==> config.mk <==
export PLATFORM = sky130hd
export DESIGN_NAME = decoder_1hot_seq
export DESIGN_NICKNAME = d
export VERILOG_FILES = /design/src/rtl/decoder_1hot_seq.sv
export SDC_FILE = /design/constraint.sdc
export NUM_CORES = 1
export LEC_CHECK = 0
export ABC_AREA = 0
export BUFFER_PORTS_ARGS = -buffer_cell sky130_fd_sc_hd__buf_4
export CAP_MARGIN = 10
export CORE_AREA = 2 2 39 41
export DETAILED_ROUTE_END_ITERATION = 8
export DIE_AREA = 0 0 41 43
export SLEW_MARGIN = 5
export SYNTH_ARGS = -nofsm -noshare
export SYNTH_HDL_FRONTEND = slang
export SYNTH_SLANG_ARGS = --single-unit
==> constraint.sdc <==
create_clock -name clk -period 1.75 [get_ports clk]
set_clock_uncertainty 0.2 [all_clocks]
set_input_delay 0.35 -clock clk [delete_from_list [all_inputs] [get_ports clk]]
set_output_delay 0.35 -clock clk [all_outputs]
set_load 0.05 [all_outputs]
==> src/rtl/decoder_1hot_seq.sv <==
// rtl/decoder_1hot_seq.sv - registered one-hot decoder with valid/ready accept and optional scan walk
// Scan mode (SCAN state, dwell counter, wrap pulse) is compiled in with DECODER_1HOT_SCAN_EN.
module decoder_1hot_seq #(
  parameter int IN_W    = 3,
  parameter int DWELL_W = 8
) (
  input  logic                 clk,
  input  logic                 rst,
  input  logic                 in_valid,
  input  logic [IN_W-1:0]      in,
  output logic                 in_ready,
  input  logic                 mode,
  input  logic [DWELL_W-1:0]   dwell,
  output logic [(2**IN_W)-1:0] out,
  output logic [IN_W-1:0]      out_idx,
  output logic                 out_valid,
  output logic                 wrap
);
  localparam int OUT_W = 2**IN_W;

  typedef enum logic [1:0] {IDLE = 2'd0, HOLD = 2'd1, SCAN = 2'd2} state_t;

  state_t          state, state_nxt;
  logic [IN_W-1:0] idx, idx_nxt;
  logic            accept;

  assign accept    = in_valid && in_ready;
  assign out_valid = (state != IDLE);
  assign out_idx   = idx;
  assign out       = out_valid ? (OUT_W'(1) << idx) : '0;

`ifdef DECODER_1HOT_SCAN_EN
  logic [DWELL_W-1:0] cnt, cnt_nxt;
  logic               wrap_q, wrap_nxt;

  assign in_ready = (state != SCAN);
  assign wrap     = wrap_q;

  always_ff @(posedge clk) begin
    if (rst) begin
      state  <= IDLE;
      idx    <= '0;
      cnt    <= '0;
      wrap_q <= 1'b0;
    end else begin
      state  <= state_nxt;
      idx    <= idx_nxt;
      cnt    <= cnt_nxt;
      wrap_q <= wrap_nxt;
    end
  end

  always_comb begin
    state_nxt = state;
    idx_nxt   = idx;
    cnt_nxt   = cnt;
    wrap_nxt  = 1'b0;
    case (state)
      SCAN: begin
        // Leaving scan takes precedence over a pending step, so no wrap can fire on exit.
        if (!mode) begin
          state_nxt = HOLD;
        end else if (cnt == '0) begin
          idx_nxt  = idx + 1'b1;
          cnt_nxt  = dwell;
          wrap_nxt = (idx == '1);
        end else begin
          cnt_nxt = cnt - 1'b1;
        end
      end
      default: begin
        if (accept) begin
          idx_nxt = in;
          if (mode) begin
            state_nxt = SCAN;
            cnt_nxt   = dwell;
          end else begin
            state_nxt = HOLD;
          end
        end
      end
    endcase
  end
`else
  logic unused_scan_inputs;

  assign in_ready           = 1'b1;
  assign wrap               = 1'b0;
  assign unused_scan_inputs = ^{mode, dwell};

  always_ff @(posedge clk) begin
    if (rst) begin
      state <= IDLE;
      idx   <= '0;
    end else begin
      state <= state_nxt;
      idx   <= idx_nxt;
    end
  end

  always_comb begin
    state_nxt = state;
    idx_nxt   = idx;
    if (accept) begin
      state_nxt = HOLD;
      idx_nxt   = in;
    end
  end
`endif

endmodule

* After elaboration in Yosys (flattened, before gate mapping)
Index checks and enable logic that the tools add are counted.
** Storage, ports and cells
- Flip-flop bits (word level) :: 4
- Latch bits :: 0
- Bits in writable memories :: 0
- ROM bits :: 0
- Input bits :: 15
- Output and inout port bits :: 14
- Word-level logic and storage cells :: 4
- Memories :: 0
** Cells by class
- Add/subtract/negate cells :: 0
- Multiply operators :: 0
- Div/mod/pow operators :: 0
- Order comparisons :: 0
- Equal/unequal tests :: 0
- Shift-type cells :: 1
- Mux-type cells :: 1
- Bitwise operators :: 0
- Reductions and logical operators :: 0
** Operators with widths (count)
- 8-bit two-way mux :: 1
- 1-bit by 3-bit left shift with 8-bit output (first input constant) :: 1

* Depth between registers and ports, before layout
Gate-level depths: netlist of run 1.
- Word-level depth :: 2
- Gate-level depth with buffers :: 2
- Mapped depth without buffers :: 2

* Worst setup path after synthesis of run 1
Ideal clock, no wire load.
- Path type :: register to output
- From :: register state[0]
- To :: output port out[4]
- Arrival time :: 1.908 ns
- Slack :: -0.708 ns
- Cell stages (with the launch flop) :: 3
- Buffers on the path :: 0
- Path through :: dfxtp_1 -> nand2_2 -> nor3_1
** On the way
- Word-level cells in the longest chain between the ends :: 1
** RTL lines
- start, declared :: line 23 : state_t state, state_nxt;
- start signal, assigned :: line 96 : state <= state_nxt;
- 8-bit two-way mux :: line 30 : assign out = out_valid ? (OUT_W'(1) << idx) : '0;
- end, declared :: line 14 : output logic [(2**IN_W)-1:0] out,
Every way passes these cells.

* Final worst setup path of run 1
- From :: register idx[1], in the netlist out_idx[1]
- To :: output port out[1]
** On the way
- Word-level cells in the longest chain between the ends :: 2
** RTL lines
- start, declared :: line 24 : logic [IN_W-1:0] idx, idx_nxt;
- start signal, assigned :: line 97 : idx <= idx_nxt;
- 1-bit by 3-bit left shift with 8-bit output :: line 30
- 8-bit two-way mux :: line 30
Every way passes these cells.

==> results_tabular.tex, run 1 <==
\begin{tabular}{lr}
\hline
Metric & Value \\
\hline
\multicolumn{2}{l}{\textbf{Floorplanning}} \\
\quad Standard-cell row count & 14 \\
\quad Starting Density & 0.159 \\
\quad Die H & around 43 um \\
\quad Std-Cell Core Area & 1380 sq um \\
\quad Floorplan die area & 1760 sq um \\
\quad Number of top-level design ports & 29 \\
\quad Die width & between 40 and 50 um \\
\multicolumn{2}{l}{\textbf{Power and ir drop}} \\
\quad Static Leak & $\sim$0.19 nW \\
\quad Internal power consumption & 0.216 mW \\
\quad Switching fraction of total power & 0.351 \\
\quad Power dissipated by switching net loads & 0.117 mW \\
\quad Combinational group share of total power & 0.300 \\
\quad Clock network fraction of total power & 0.372 \\
\quad Sequential cell fraction of total power & 0.328 \\
\quad Power Density & 732 nW/um\^{}2 \\
\quad Worst IR Drop VDD & slightly below 400 uV \\
\multicolumn{2}{l}{\textbf{Outcome}} \\
\quad Status & finished, final reports clean \\
\multicolumn{2}{l}{\textbf{Placement}} \\
\quad Post-DP HPWL & 469 um \\
\quad Buffers added on ports & 17 \\
\quad Setup slack after placement & approximately 0.27 ns \\
\quad GPL Wtd Cong & a little over 0.6 \\
\multicolumn{2}{l}{\textbf{Clocking}} \\
\quad Clock sink count & 4 \\
\quad Cell chosen for the clock root & sky130\_fd\_sc\_hd\_\_clkbuf\_4 \\
\quad Clock buffers created by TritonCTS & 3 \\
\quad Clock tree from TritonCTS & done \\
\quad Clock edge transition at the registers on the reported setup and hold paths & about 0.04 ns \\
\quad Maximum clock insertion buffer count & 2 \\
\quad Cts-stage hold buffer count & 0 \\
\quad Clock latency at the later pin of the worst-skew pair & roughly 0.23 ns \\
\quad Deepest level of the CTS H-tree & 1 \\
\multicolumn{2}{l}{\textbf{Cells and area}} \\
\quad Total inserted antenna cells & 0 \\
\quad Commonest non-fill, non-tap cell in the layout & sky130\_fd\_sc\_hd\_\_buf\_4 \\
\quad Fraction of final layout cells sized beyond drive strength 1 & 0.729 \\
\quad Filler Cells Inserted & around 160 \\
\quad Final layout net count & between 60 and 70 \\
\quad Commonest non-fill, non-tap cells in the layout & 17 x sky130\_fd\_sc\_hd\_\_buf\_4, 5 x sky130\_fd\_sc\_hd\_\_nor2\_4, 5 x sky130\_fd\_sc\_hd\_\_nor2\_1 \\
\quad Synthesis-to-finish area growth & 106\% \\
\multicolumn{2}{l}{\textbf{Timing}} \\
\quad Max Freq & 589 MHz \\
\quad Final count of hold timing violations & 0 \\
\quad Period utilization & 0.970 \\
\quad Setup WS post-layout & about 0.053 ns \\
\quad Setup total negative slack & 0 ns \\
\quad Count of pins over their slew limit & 0 \\
\quad Unrepaired setup endpoints after global routing & no \\
\quad Shortest period the worst path allows & about 1.7 ns \\
\quad Final setup vio count & 0 \\
\multicolumn{2}{l}{\textbf{Synth}} \\
\quad Mean area per synthesized cell & approximately 7.6 sq um \\
\quad Post-Synthesis Cells & 29 \\
\quad Sequential share of the synthesized area & 0.364 \\
\quad Area of the mapped netlist & between 200 and 250 sq um \\
\quad Post-synthesis register bit count & 4 \\
\quad Top cell type by total area after synthesis & sky130\_fd\_sc\_hd\_\_dfxtp\_1 \\
\quad Ranking of synthesized cells by area & sky130\_fd\_sc\_hd\_\_dfxtp\_1 36\%, sky130\_fd\_sc\_hd\_\_nor2\_1 19\%, sky130\_fd\_sc\_hd\_\_mux2i\_1 14\%, sky130\_fd\_sc\_hd\_\_buf\_4 6.8\%, sky130\_fd\_sc\_hd\_\_nand2b\_4 6.3\% \\
\quad Top-area cell type share of the netlist area & 0.364 \\
\quad Yosys warning total & 0 \\
\quad Number of distinct library cells after synthesis & 10 \\
\quad Total nets after synthesis & 44 \\
\multicolumn{2}{l}{\textbf{Detailed routing}} \\
\quad Met3 WL & $\sim$56 um \\
\quad DRC violation total after the first TritonRoute iteration & 1 \\
\quad Number of nets still failing antenna checks after routing & 0 \\
\quad Vias/cell & about 3.8 \\
\quad Post-detailed-route wirelength per cell & 8.45 um \\
\quad Uppermost signal routing layer after detailed routing & met3 \\
\quad Number of vias in the routed layout & 241 \\
\quad Number of remaining DRC errors & 0 \\
\quad Met1 layer wirelength in the final routing & roughly 200 um \\
\quad Initial DRT Pass Iterations & 4 \\
\quad Post-detailed-routing wire length & 541 um \\
\quad Met2 wirelength from detailed routing & 281 um \\
\multicolumn{2}{l}{\textbf{Worst setup path}} \\
\quad Slowest CP cell & sky130\_fd\_sc\_hd\_\_dfxtp\_2 \\
\quad Maximum fanout along the worst path & 7 \\
\quad Startpoint types & flip-flop \\
\quad Worst setup slack for register-to-register paths & 0.88 ns \\
\quad Category of the most critical setup path & reg2out \\
\quad Crit-path leading delay family & flip-flops \\
\quad Critical path buffers and inverters & 1 \\
\quad Crit path arrival time & 1.15 ns \\
\quad CP peak stage delay & 0.37 ns \\
\quad CP Cell Sequence & nand2b\_1, nor2\_4, buf\_4 \\
\quad Nature of the critical path endpoint & output pin \\
\quad Required arrival time at the worst endpoint & between 1 and 1.5 ns \\
\multicolumn{2}{l}{\textbf{Global routing}} \\
\quad Sum of overflow across all layers after global routing & 0 \\
\quad Largest net degree at the start of global routing & 8 \\
\quad Overall routing resource usage & 0.0793 \\
\quad Vias in the first global route & $\sim$230 \\
\quad Number of antenna violations at the first check in global routing & 0 \\
\quad First-pass GRT wire length & about 900 um \\
\multicolumn{2}{l}{\textbf{Job}} \\
\quad Number of max-capacitance violations reported & 0 \\
\multicolumn{2}{l}{\textbf{Worst hold path}} \\
\quad Worst hold path type & in2reg \\
\hline
\end{tabular}
==> cell families (layout without fill, tap and decap cells) <==
logic type             count (synthesis)  after routing  share of synthesized area
DFF                                    4              4                      0.364
and+or+nand+nor                       18             18                      0.398
muxes                                  3              3                      0.136
other                                  2              2                     0.0341
buffers and inverters                  2             21                     0.0682
==> worst reg2reg max path, stage by stage, from the launching register on <==
cell	delay, ns
sky130_fd_sc_hd__dfxtp_2	0.43
sky130_fd_sc_hd__mux2i_1	0.10
sky130_fd_sc_hd__nor2_1	0.08
==> through the flow <==
stage | power [mW] | hold slack [ns] | util | cell area, sq um | instances
global route | 0.359 | 0.0869 | 0.328 | 454 | 64
detailed placement | 0.212 | 0.330 | 0.306 | 423 | 60
global placement | 0.211 | 0.299 | 0.306 | 423 | 60
floorplan | 0.185 | 0.213 | - | 290 | 29
finish | 0.333 | 0.0925 | 0.328 | 454 | 64
CTS | 0.341 | 0.0879 | 0.325 | 449 | 64
==> sequential cells by signal, indices dropped and copies added (netlist names) <==
signal,flops
out_idx,3
state,1
==> power by group through the flow <==
stage               sequential [mW]  combinational (mW)  clock, mW
floorplan                     0.130              0.0551          0
global placement              0.111              0.0998          0
detailed placement            0.111               0.101          0
CTS                           0.110               0.101      0.130
global route                  0.110               0.106      0.143
finish                        0.109              0.0999      0.124
==> per-layer routing <==
| metal | up-vias | GRT usage |
|---|---|---|
| li1 | 127 | - |
| met1 | 100 | 0.0932 |
| met2 | 14 | 0.100 |
| met3 | 0 | 0.0314 |
| met4 | 0 | 0.0800 |
| met5 | - | 0 |
==> worst paths after layout <==
| check | startpoint | to | cells after the start |
|---|---|---|---|
| max | out_idx[1] | out[1] | 3 |
| min | rst | out_idx[0] | 2 |
| max reg2reg | out_idx[1] | out_idx[1] | 2 |
| min reg2reg | state[0] | state[0] | 2 |
==> synthesized netlist by cell type <==
cell                        n
sky130_fd_sc_hd__nor2_1    11
sky130_fd_sc_hd__dfxtp_1    4
sky130_fd_sc_hd__mux2i_1    3
sky130_fd_sc_hd__buf_4      2
sky130_fd_sc_hd__conb_1     2
sky130_fd_sc_hd__nand2b_1   2
sky130_fd_sc_hd__nor3_1     2
sky130_fd_sc_hd__nand2_1    1
sky130_fd_sc_hd__nand2_2    1
sky130_fd_sc_hd__nand2b_4   1
==> cell type report <==
cell class | count | area [sq um] | area share
flip-flops and latches | 4 | 90.1 | 0.198
multi-input cells | 23 | 190 | 0.419
clock buffers | 4 | 26.3 | 0.0579
well taps | 16 | 20.0 | 0.0441
repair buffers | 17 | 128 | 0.281
==> timing repair <==
action | in CTS | in global routing
buffers inserted | 0 | 0
gates resized for setup | 0 | 2
endpoints found under the setup margin | 0 | 2
Note: power is estimated with default switching activity, not from simulation.
==> inputs of run 2 (changes only) <==
- PLACE_DENSITY_LB_ADDON: default -> 0.15
==> run 2 against run 1 <==
Cell count is the same. Sequential power hardly changed. Largest power group unchanged. Fmax grew 0.58%. Clock-buffer cell count did not move.
==> results_tabular.tex, run 2 (synthesis gave the netlist of run 1 again) <==
\begin{tabular}{lr}
\hline
Metric & Value \\
\hline
\multicolumn{2}{l}{\textbf{Timing}} \\
\quad Unrepaired setup endpoints after global routing & no \\
\quad Period utilization & 0.964 (-0.00563) \\
\quad Final count of hold timing violations & 0 (unchanged) \\
\quad Setup WS post-layout & 0.0630 ns (+0.00985 ns) \\
\quad Max Freq & 593 MHz (+0.58\%) \\
\quad Count of pins over their slew limit & 0 (unchanged) \\
\quad Shortest period the worst path allows & 1.69 ns (-0.00985 ns) \\
\quad Setup total negative slack & 0 ns (unchanged) \\
\quad Final setup vio count & 0 (unchanged) \\
\quad Fin Hold WS & 0.0927 ns (+0.000128 ns) \\
\multicolumn{2}{l}{\textbf{Clocking}} \\
\quad Clock buffers created by TritonCTS & 3 (unchanged) \\
\quad Clock tree from TritonCTS & done \\
\quad Clock latency at the later pin of the worst-skew pair & 0.23 ns (about the same) \\
\quad Clock edge transition at the registers on the reported setup and hold paths & 0.04 ns (about the same) \\
\quad Maximum clock insertion buffer count & 2 (unchanged) \\
\quad Deepest level of the CTS H-tree & 1 (unchanged) \\
\quad Cell chosen for the clock root & sky130\_fd\_sc\_hd\_\_clkbuf\_4 \\
\quad Clock sink count & 4 (unchanged) \\
\quad Cts-stage hold buffer count & 0 (unchanged) \\
\multicolumn{2}{l}{\textbf{Floorplanning}} \\
\quad Standard-cell row count & 14 (unchanged) \\
\quad Die H & 43 um (unchanged) \\
\quad Starting Density & 0.159 (unchanged) \\
\quad Die width & 41 um (unchanged) \\
\quad Floorplan die area & 1760 sq um (unchanged) \\
\quad Number of top-level design ports & 29 (unchanged) \\
\quad Std-Cell Core Area & 1380 sq um (unchanged) \\
\multicolumn{2}{l}{\textbf{Global routing}} \\
\quad Largest net degree at the start of global routing & 8 (unchanged) \\
\quad First-pass GRT wire length & 952 um (+5.4\%) \\
\quad Sum of overflow across all layers after global routing & 0 (unchanged) \\
\quad Overall routing resource usage & 0.0845 (+0.00519) \\
\quad Number of antenna violations at the first check in global routing & 0 (unchanged) \\
\quad Vias in the first global route & 220 (-5.6\%) \\
\multicolumn{2}{l}{\textbf{Placement}} \\
\quad Buffers added on ports & 17 (unchanged) \\
\quad Placed Cells incl. Taps & 60 (unchanged) \\
\quad GPL Wtd Cong & 0.633 (+4.1\%) \\
\quad Setup slack after placement & 0.283 ns (+0.00955 ns) \\
\quad Post-DP HPWL & 491 um (+4.6\%) \\
\multicolumn{2}{l}{\textbf{Detailed routing}} \\
\quad Number of nets still failing antenna checks after routing & 0 (unchanged) \\
\quad Post-detailed-routing wire length & 567 um (+4.8\%) \\
\quad Post-detailed-route wirelength per cell & 8.86 um (+4.8\%) \\
\quad Number of remaining DRC errors & 0 (unchanged) \\
\quad DRC violation total after the first TritonRoute iteration & 2 (+1) \\
\quad Initial DRT Pass Iterations & 2 (-2) \\
\quad Vias/cell & 3.81 (+1.2\%) \\
\quad Number of vias in the routed layout & 244 (+1.2\%) \\
\multicolumn{2}{l}{\textbf{Worst setup path}} \\
\quad CP Cell Sequence & nand2b\_2, nor2\_4, buf\_4 \\
\quad CP peak stage delay & 0.38 ns (about the same) \\
\quad Maximum fanout along the worst path & 7 (unchanged) \\
\quad Slowest CP cell & sky130\_fd\_sc\_hd\_\_dfxtp\_4 \\
\quad Crit path arrival time & 1.14 ns (about the same) \\
\quad Startpoint types & flip-flop \\
\quad Nature of the critical path endpoint & output pin \\
\quad Category of the most critical setup path & reg2out \\
\quad Required arrival time at the worst endpoint & 1.20 ns (about the same) \\
\multicolumn{2}{l}{\textbf{Worst hold path}} \\
\quad Worst hold path type & in2reg \\
\multicolumn{2}{l}{\textbf{Cells and area}} \\
\quad Commonest non-fill, non-tap cell in the layout & sky130\_fd\_sc\_hd\_\_buf\_4 \\
\quad Flip-flop count of the largest register, all copies and words added & 3 (unchanged) \\
\quad Synthesis-to-finish area growth & 111\% \\
\quad Commonest non-fill, non-tap cells in the layout & 16 x sky130\_fd\_sc\_hd\_\_buf\_4, 5 x sky130\_fd\_sc\_hd\_\_nor2\_4, 5 x sky130\_fd\_sc\_hd\_\_nor2\_1 \\
\quad Fraction of final layout cells sized beyond drive strength 1 & 0.750 (+0.0208) \\
\quad Final layout net count & 64 (unchanged) \\
\quad Filler-free cell count of the finished design & 64 (unchanged) \\
\quad Filler Cells Inserted & 148 (-9.8\%) \\
\quad Total inserted antenna cells & 0 (unchanged) \\
\multicolumn{2}{l}{\textbf{Power and ir drop}} \\
\quad Static Leak & 0.197 nW (+1.7\%) \\
\quad Power Density & 720 nW/um\^{}2 (-1.6\%) \\
\quad Worst IR Drop VDD & 308 uV (-21\%) \\
\multicolumn{2}{l}{\textbf{Job}} \\
\quad Number of max-capacitance violations reported & 0 (unchanged) \\
\multicolumn{2}{l}{\textbf{Outcome}} \\
\quad Status & finished, final reports clean \\
\hline
\end{tabular}
run 2: cell count changes in the layout (fill, tap and decap cells not counted):
cell / previous run / this run
sky130_fd_sc_hd__nand2b_4: 1 / 2
sky130_fd_sc_hd__buf_4: 17 / 16
sky130_fd_sc_hd__nand2b_1: 1 / 0
sky130_fd_sc_hd__buf_6: 0 / 1
run 2: cell type report:
type | count | area, sq um | share of cell area
flip-flops and latches | 4 | 90.1 | 0.194
well taps | 16 | 20.0 | 0.0430
multi-input cells | 23 | 198 | 0.425
repair buffers | 17 | 131 | 0.282
clock buffers | 4 | 26.3 | 0.0565
run 2: repair_timing:
item / CTS / global route
buffers inserted: 0 / 0
gates resized for setup: 0 / 4
setup endpoints to repair: 0 / 4
run 2: power by group:
part	switching (mW)	internal (mW)	total, mW
logic	0.0674	0.0347	0.102
clock network	0.0379	0.0856	0.123
registers	0.0124	0.0974	0.110
total	0.118	0.218	0.335
run 2: final timing paths:
kind                            startpoint    endpoint  slack [ns]  depth (start not counted)
worst max-delay path            out_idx[0]      out[2]        0.06                          3
worst max register to register  out_idx[1]  out_idx[1]        0.87                          2
worst min register to register    state[0]    state[0]        0.32                          2
worst min-delay path                   rst    state[0]        0.09                          2
run 2: critical path, delay by kind of cell (launching register included):
| kind | cells | cell delay [ns] |
|---|---|---|
| buffers and inverters | 1 | 0.19 |
| flip-flops | 1 | 0.38 |
| AND/OR/NAND/NOR | 2 | 0.34 |
run 2: per-stage QoR:
| step | util | total power [mW] | area (sq um) |
|---|---|---|---|
| 6_report | 0.336 | 0.335 | 465 |
| 5_1_grt | 0.336 | 0.359 | 465 |
| 4_1_cts | 0.325 | 0.342 | 449 |
| 3_5_place_dp | 0.306 | 0.212 | 423 |
| 3_3_place_gp | 0.306 | 0.210 | 423 |
| 2_1_floorplan | - | 0.185 | 290 |
run 2: metal layers:
layer  track usage  up-vias  share of wire
li1              -      126              -
met1        0.0971      103           0.35
met2         0.113       15           0.53
met3        0.0314        0           0.12
met4        0.0800        0              0
met5             0        -              0
==> inputs of run 3 (changes only) <==
--- a/config.mk
+++ b/config.mk
@@ -13,2 +13,3 @@
 export DIE_AREA = 0 0 41 43
+export MAX_ROUTING_LAYER = met4
 export PLACE_DENSITY_LB_ADDON = 0.15
--- a/constraint.sdc
+++ b/constraint.sdc
@@ -4,2 +4,2 @@
 set_output_delay 0.35 -clock clk [all_outputs]
-set_load 0.05 [all_outputs]
+set_load 0.005 [all_outputs]
==> run 3 against run 2 <==
Register-to-register slack hardly changed. Sequential power is 4% lower. Power is 22% lower. Die area stayed put. Clock power is 11% lower. Cell count is 1.6% lower. First-iteration DRC count is 50% higher. Clock-buffer cell count is 1 lower. Utilization is 6.5 points lower. Hold slack better by 0.018 ns. Global-route usage is 0.94 points lower.
==> results_tabular.tex, run 3 (synthesis gave the netlist of run 1 again) <==
\begin{tabular}{lr}
\hline
Metric & Value \\
\hline
\multicolumn{2}{l}{\textbf{Detailed routing}} \\
\quad Initial DRT Pass Iterations & 2 (unchanged) \\
\quad Post-detailed-route wirelength per cell & 8.94 um (+0.87\%) \\
\quad Post-detailed-routing wire length & 563 um (-0.71\%) \\
\quad Number of vias in the routed layout & 226 (-7.4\%) \\
\quad DRC violation total after the first TritonRoute iteration & 3 (+1) \\
\quad Number of remaining DRC errors & 0 (unchanged) \\
\quad Vias/cell & 3.59 (-5.9\%) \\
\quad Number of nets still failing antenna checks after routing & 0 (unchanged) \\
\multicolumn{2}{l}{\textbf{Clocking}} \\
\quad Clock edge transition at the registers on the reported setup and hold paths & 0.04 ns (about the same) \\
\quad Clock latency at the later pin of the worst-skew pair & 0.23 ns (about the same) \\
\quad Cell chosen for the clock root & sky130\_fd\_sc\_hd\_\_clkbuf\_4 \\
\quad Clock sink count & 4 (unchanged) \\
\quad Clock buffers created by TritonCTS & 3 (unchanged) \\
\quad Cts-stage hold buffer count & 0 (unchanged) \\
\quad Number of resized instances in the post-cts repair step & 0 (unchanged) \\
\quad Deepest level of the CTS H-tree & 1 (unchanged) \\
\quad Maximum clock insertion buffer count & 2 (unchanged) \\
\quad Post-CTS setup-driven buffer insertion count & 0 (unchanged) \\
\quad Clock tree from TritonCTS & done \\
\multicolumn{2}{l}{\textbf{Cells and area}} \\
\quad Total inserted antenna cells & 0 (unchanged) \\
\quad Filler-free cell count of the finished design & 63 (-1.6\%) \\
\quad Filler Cells Inserted & 162 (+9.5\%) \\
\quad Fraction of final layout cells sized beyond drive strength 1 & 0.468 (-0.282) \\
\quad Final layout net count & 64 (unchanged) \\
\quad Commonest non-fill, non-tap cells in the layout & 17 x sky130\_fd\_sc\_hd\_\_buf\_4, 11 x sky130\_fd\_sc\_hd\_\_nor2\_1, 4 x sky130\_fd\_sc\_hd\_\_dfxtp\_1 \\
\quad Flip-flop count of the largest register, all copies and words added & 3 (unchanged) \\
\quad Commonest non-fill, non-tap cell in the layout & sky130\_fd\_sc\_hd\_\_buf\_4 \\
\quad Synthesis-to-finish area growth & 70.5\% \\
\multicolumn{2}{l}{\textbf{Floorplanning}} \\
\quad Standard-cell row count & 14 (unchanged) \\
\quad Floorplan die area & 1760 sq um (unchanged) \\
\quad Die width & 41 um (unchanged) \\
\quad Starting Density & 0.159 (unchanged) \\
\quad Number of top-level design ports & 29 (unchanged) \\
\quad Die H & 43 um (unchanged) \\
\quad Std-Cell Core Area & 1380 sq um (unchanged) \\
\multicolumn{2}{l}{\textbf{Timing}} \\
\quad Shortest period the worst path allows & 1.59 ns (-0.0947 ns) \\
\quad Final setup vio count & 0 (unchanged) \\
\quad Max Freq & 628 MHz (+5.9\%) \\
\quad Count of pins over their slew limit & 0 (unchanged) \\
\quad Unrepaired setup endpoints after global routing & no \\
\quad Final count of hold timing violations & 0 (unchanged) \\
\quad Period utilization & 0.910 (-0.0541) \\
\quad Setup total negative slack & 0 ns (unchanged) \\
\quad Setup WS post-layout & 0.158 ns (+0.0947 ns) \\
\multicolumn{2}{l}{\textbf{Job}} \\
\quad Number of max-capacitance violations reported & 0 (unchanged) \\
\multicolumn{2}{l}{\textbf{Global routing}} \\
\quad Largest net degree at the start of global routing & 8 (unchanged) \\
\quad Number of antenna violations at the first check in global routing & 0 (unchanged) \\
\quad Vias in the first global route & 189 (-14\%) \\
\quad Sum of overflow across all layers after global routing & 0 (unchanged) \\
\quad First-pass GRT wire length & 814 um (-14\%) \\
\quad Overall routing resource usage & 0.0751 (-0.00940) \\
\multicolumn{2}{l}{\textbf{Placement}} \\
\quad Post-DP HPWL & 459 um (-6.5\%) \\
\quad Setup slack after placement & 0.403 ns (+0.120 ns) \\
\quad Placed Cells incl. Taps & 60 (unchanged) \\
\quad GPL Wtd Cong & 0.565 (-11\%) \\
\quad Buffers added on ports & 17 (unchanged) \\
\multicolumn{2}{l}{\textbf{Outcome}} \\
\quad Status & finished, final reports clean \\
\multicolumn{2}{l}{\textbf{Worst setup path}} \\
\quad Startpoint types & flip-flop \\
\quad Maximum fanout along the worst path & 4 (-3) \\
\quad CP Cell Sequence & nand2\_2, nor3\_1, buf\_4 \\
\quad CP peak stage delay & 0.42 ns (+0.04 ns) \\
\quad Category of the most critical setup path & reg2out \\
\quad Nature of the critical path endpoint & output pin \\
\quad Critical path buffers and inverters & 1 (unchanged) \\
\quad Crit-path leading delay family & flip-flops \\
\quad Required arrival time at the worst endpoint & 1.20 ns (about the same) \\
\quad Slowest CP cell & sky130\_fd\_sc\_hd\_\_dfxtp\_1 \\
\quad Crit path arrival time & 1.04 ns (-0.10 ns) \\
\multicolumn{2}{l}{\textbf{Power and ir drop}} \\
\quad Static Leak & 0.188 nW (-4.4\%) \\
\quad Power Density & 700 nW/um\^{}2 (-2.9\%) \\
\quad Worst IR Drop VDD & 509 uV (+65\%) \\
\multicolumn{2}{l}{\textbf{Worst hold path}} \\
\quad Worst hold path type & in2reg \\
\hline
\end{tabular}
-- run 3: cell type report --
type | instances | area, sq um | share of cell area
Multi-Input combinational cell | 23 | 125 | 0.333
Sequential cell | 4 | 80.1 | 0.213
Clock buffer | 3 | 22.5 | 0.0600
Timing Repair Buffer | 17 | 128 | 0.340
Tap cell | 16 | 20.0 | 0.0533
-- run 3: final timing paths --
kind,end,slack [ns],startpoint,cells after the start
setup / recovery,out[4],0.16,state[0],3
hold / removal,state[0],0.11,rst,2
setup reg to reg,out_idx[1],0.88,out_idx[1],2
hold reg to reg,state[0],0.36,state[0],2
-- run 3: routing by layer --
layer  part of all wire  track usage  routed length, um
met3               0.14       0.0628                 80
met5                  0            -                  0
met4                  0       0.0400                  0
met1               0.46       0.0868                257
met2               0.40       0.0875                225
-- run 3: worst register-to-register path, delay by kind of cell (launching register included) --
| family | cells | cell delay, ns |
|---|---|---|
| DFF | 1 | 0.43 |
| muxes | 1 | 0.10 |
| and+or+nand+nor | 1 | 0.08 |
-- run 3: report_power, final --
group / total, mW / switching, mW / internal [mW]
Sequential: 0.106 / 0.00886 / 0.0976
Combinational: 0.0458 / 0.0176 / 0.0282
Clock: 0.110 / 0.0340 / 0.0765
Total: 0.263 / 0.0604 / 0.202
-- run 3: through the flow --
stage	cell area (sq um)	utilization	power (mW)	hold WS (ns)
floorplan	220	-	0.128	0.222
global placement	353	0.255	0.155	0.346
detailed placement	353	0.255	0.154	0.349
CTS	375	0.271	0.270	0.103
global route	375	0.271	0.284	0.104
finish	375	0.271	0.263	0.111
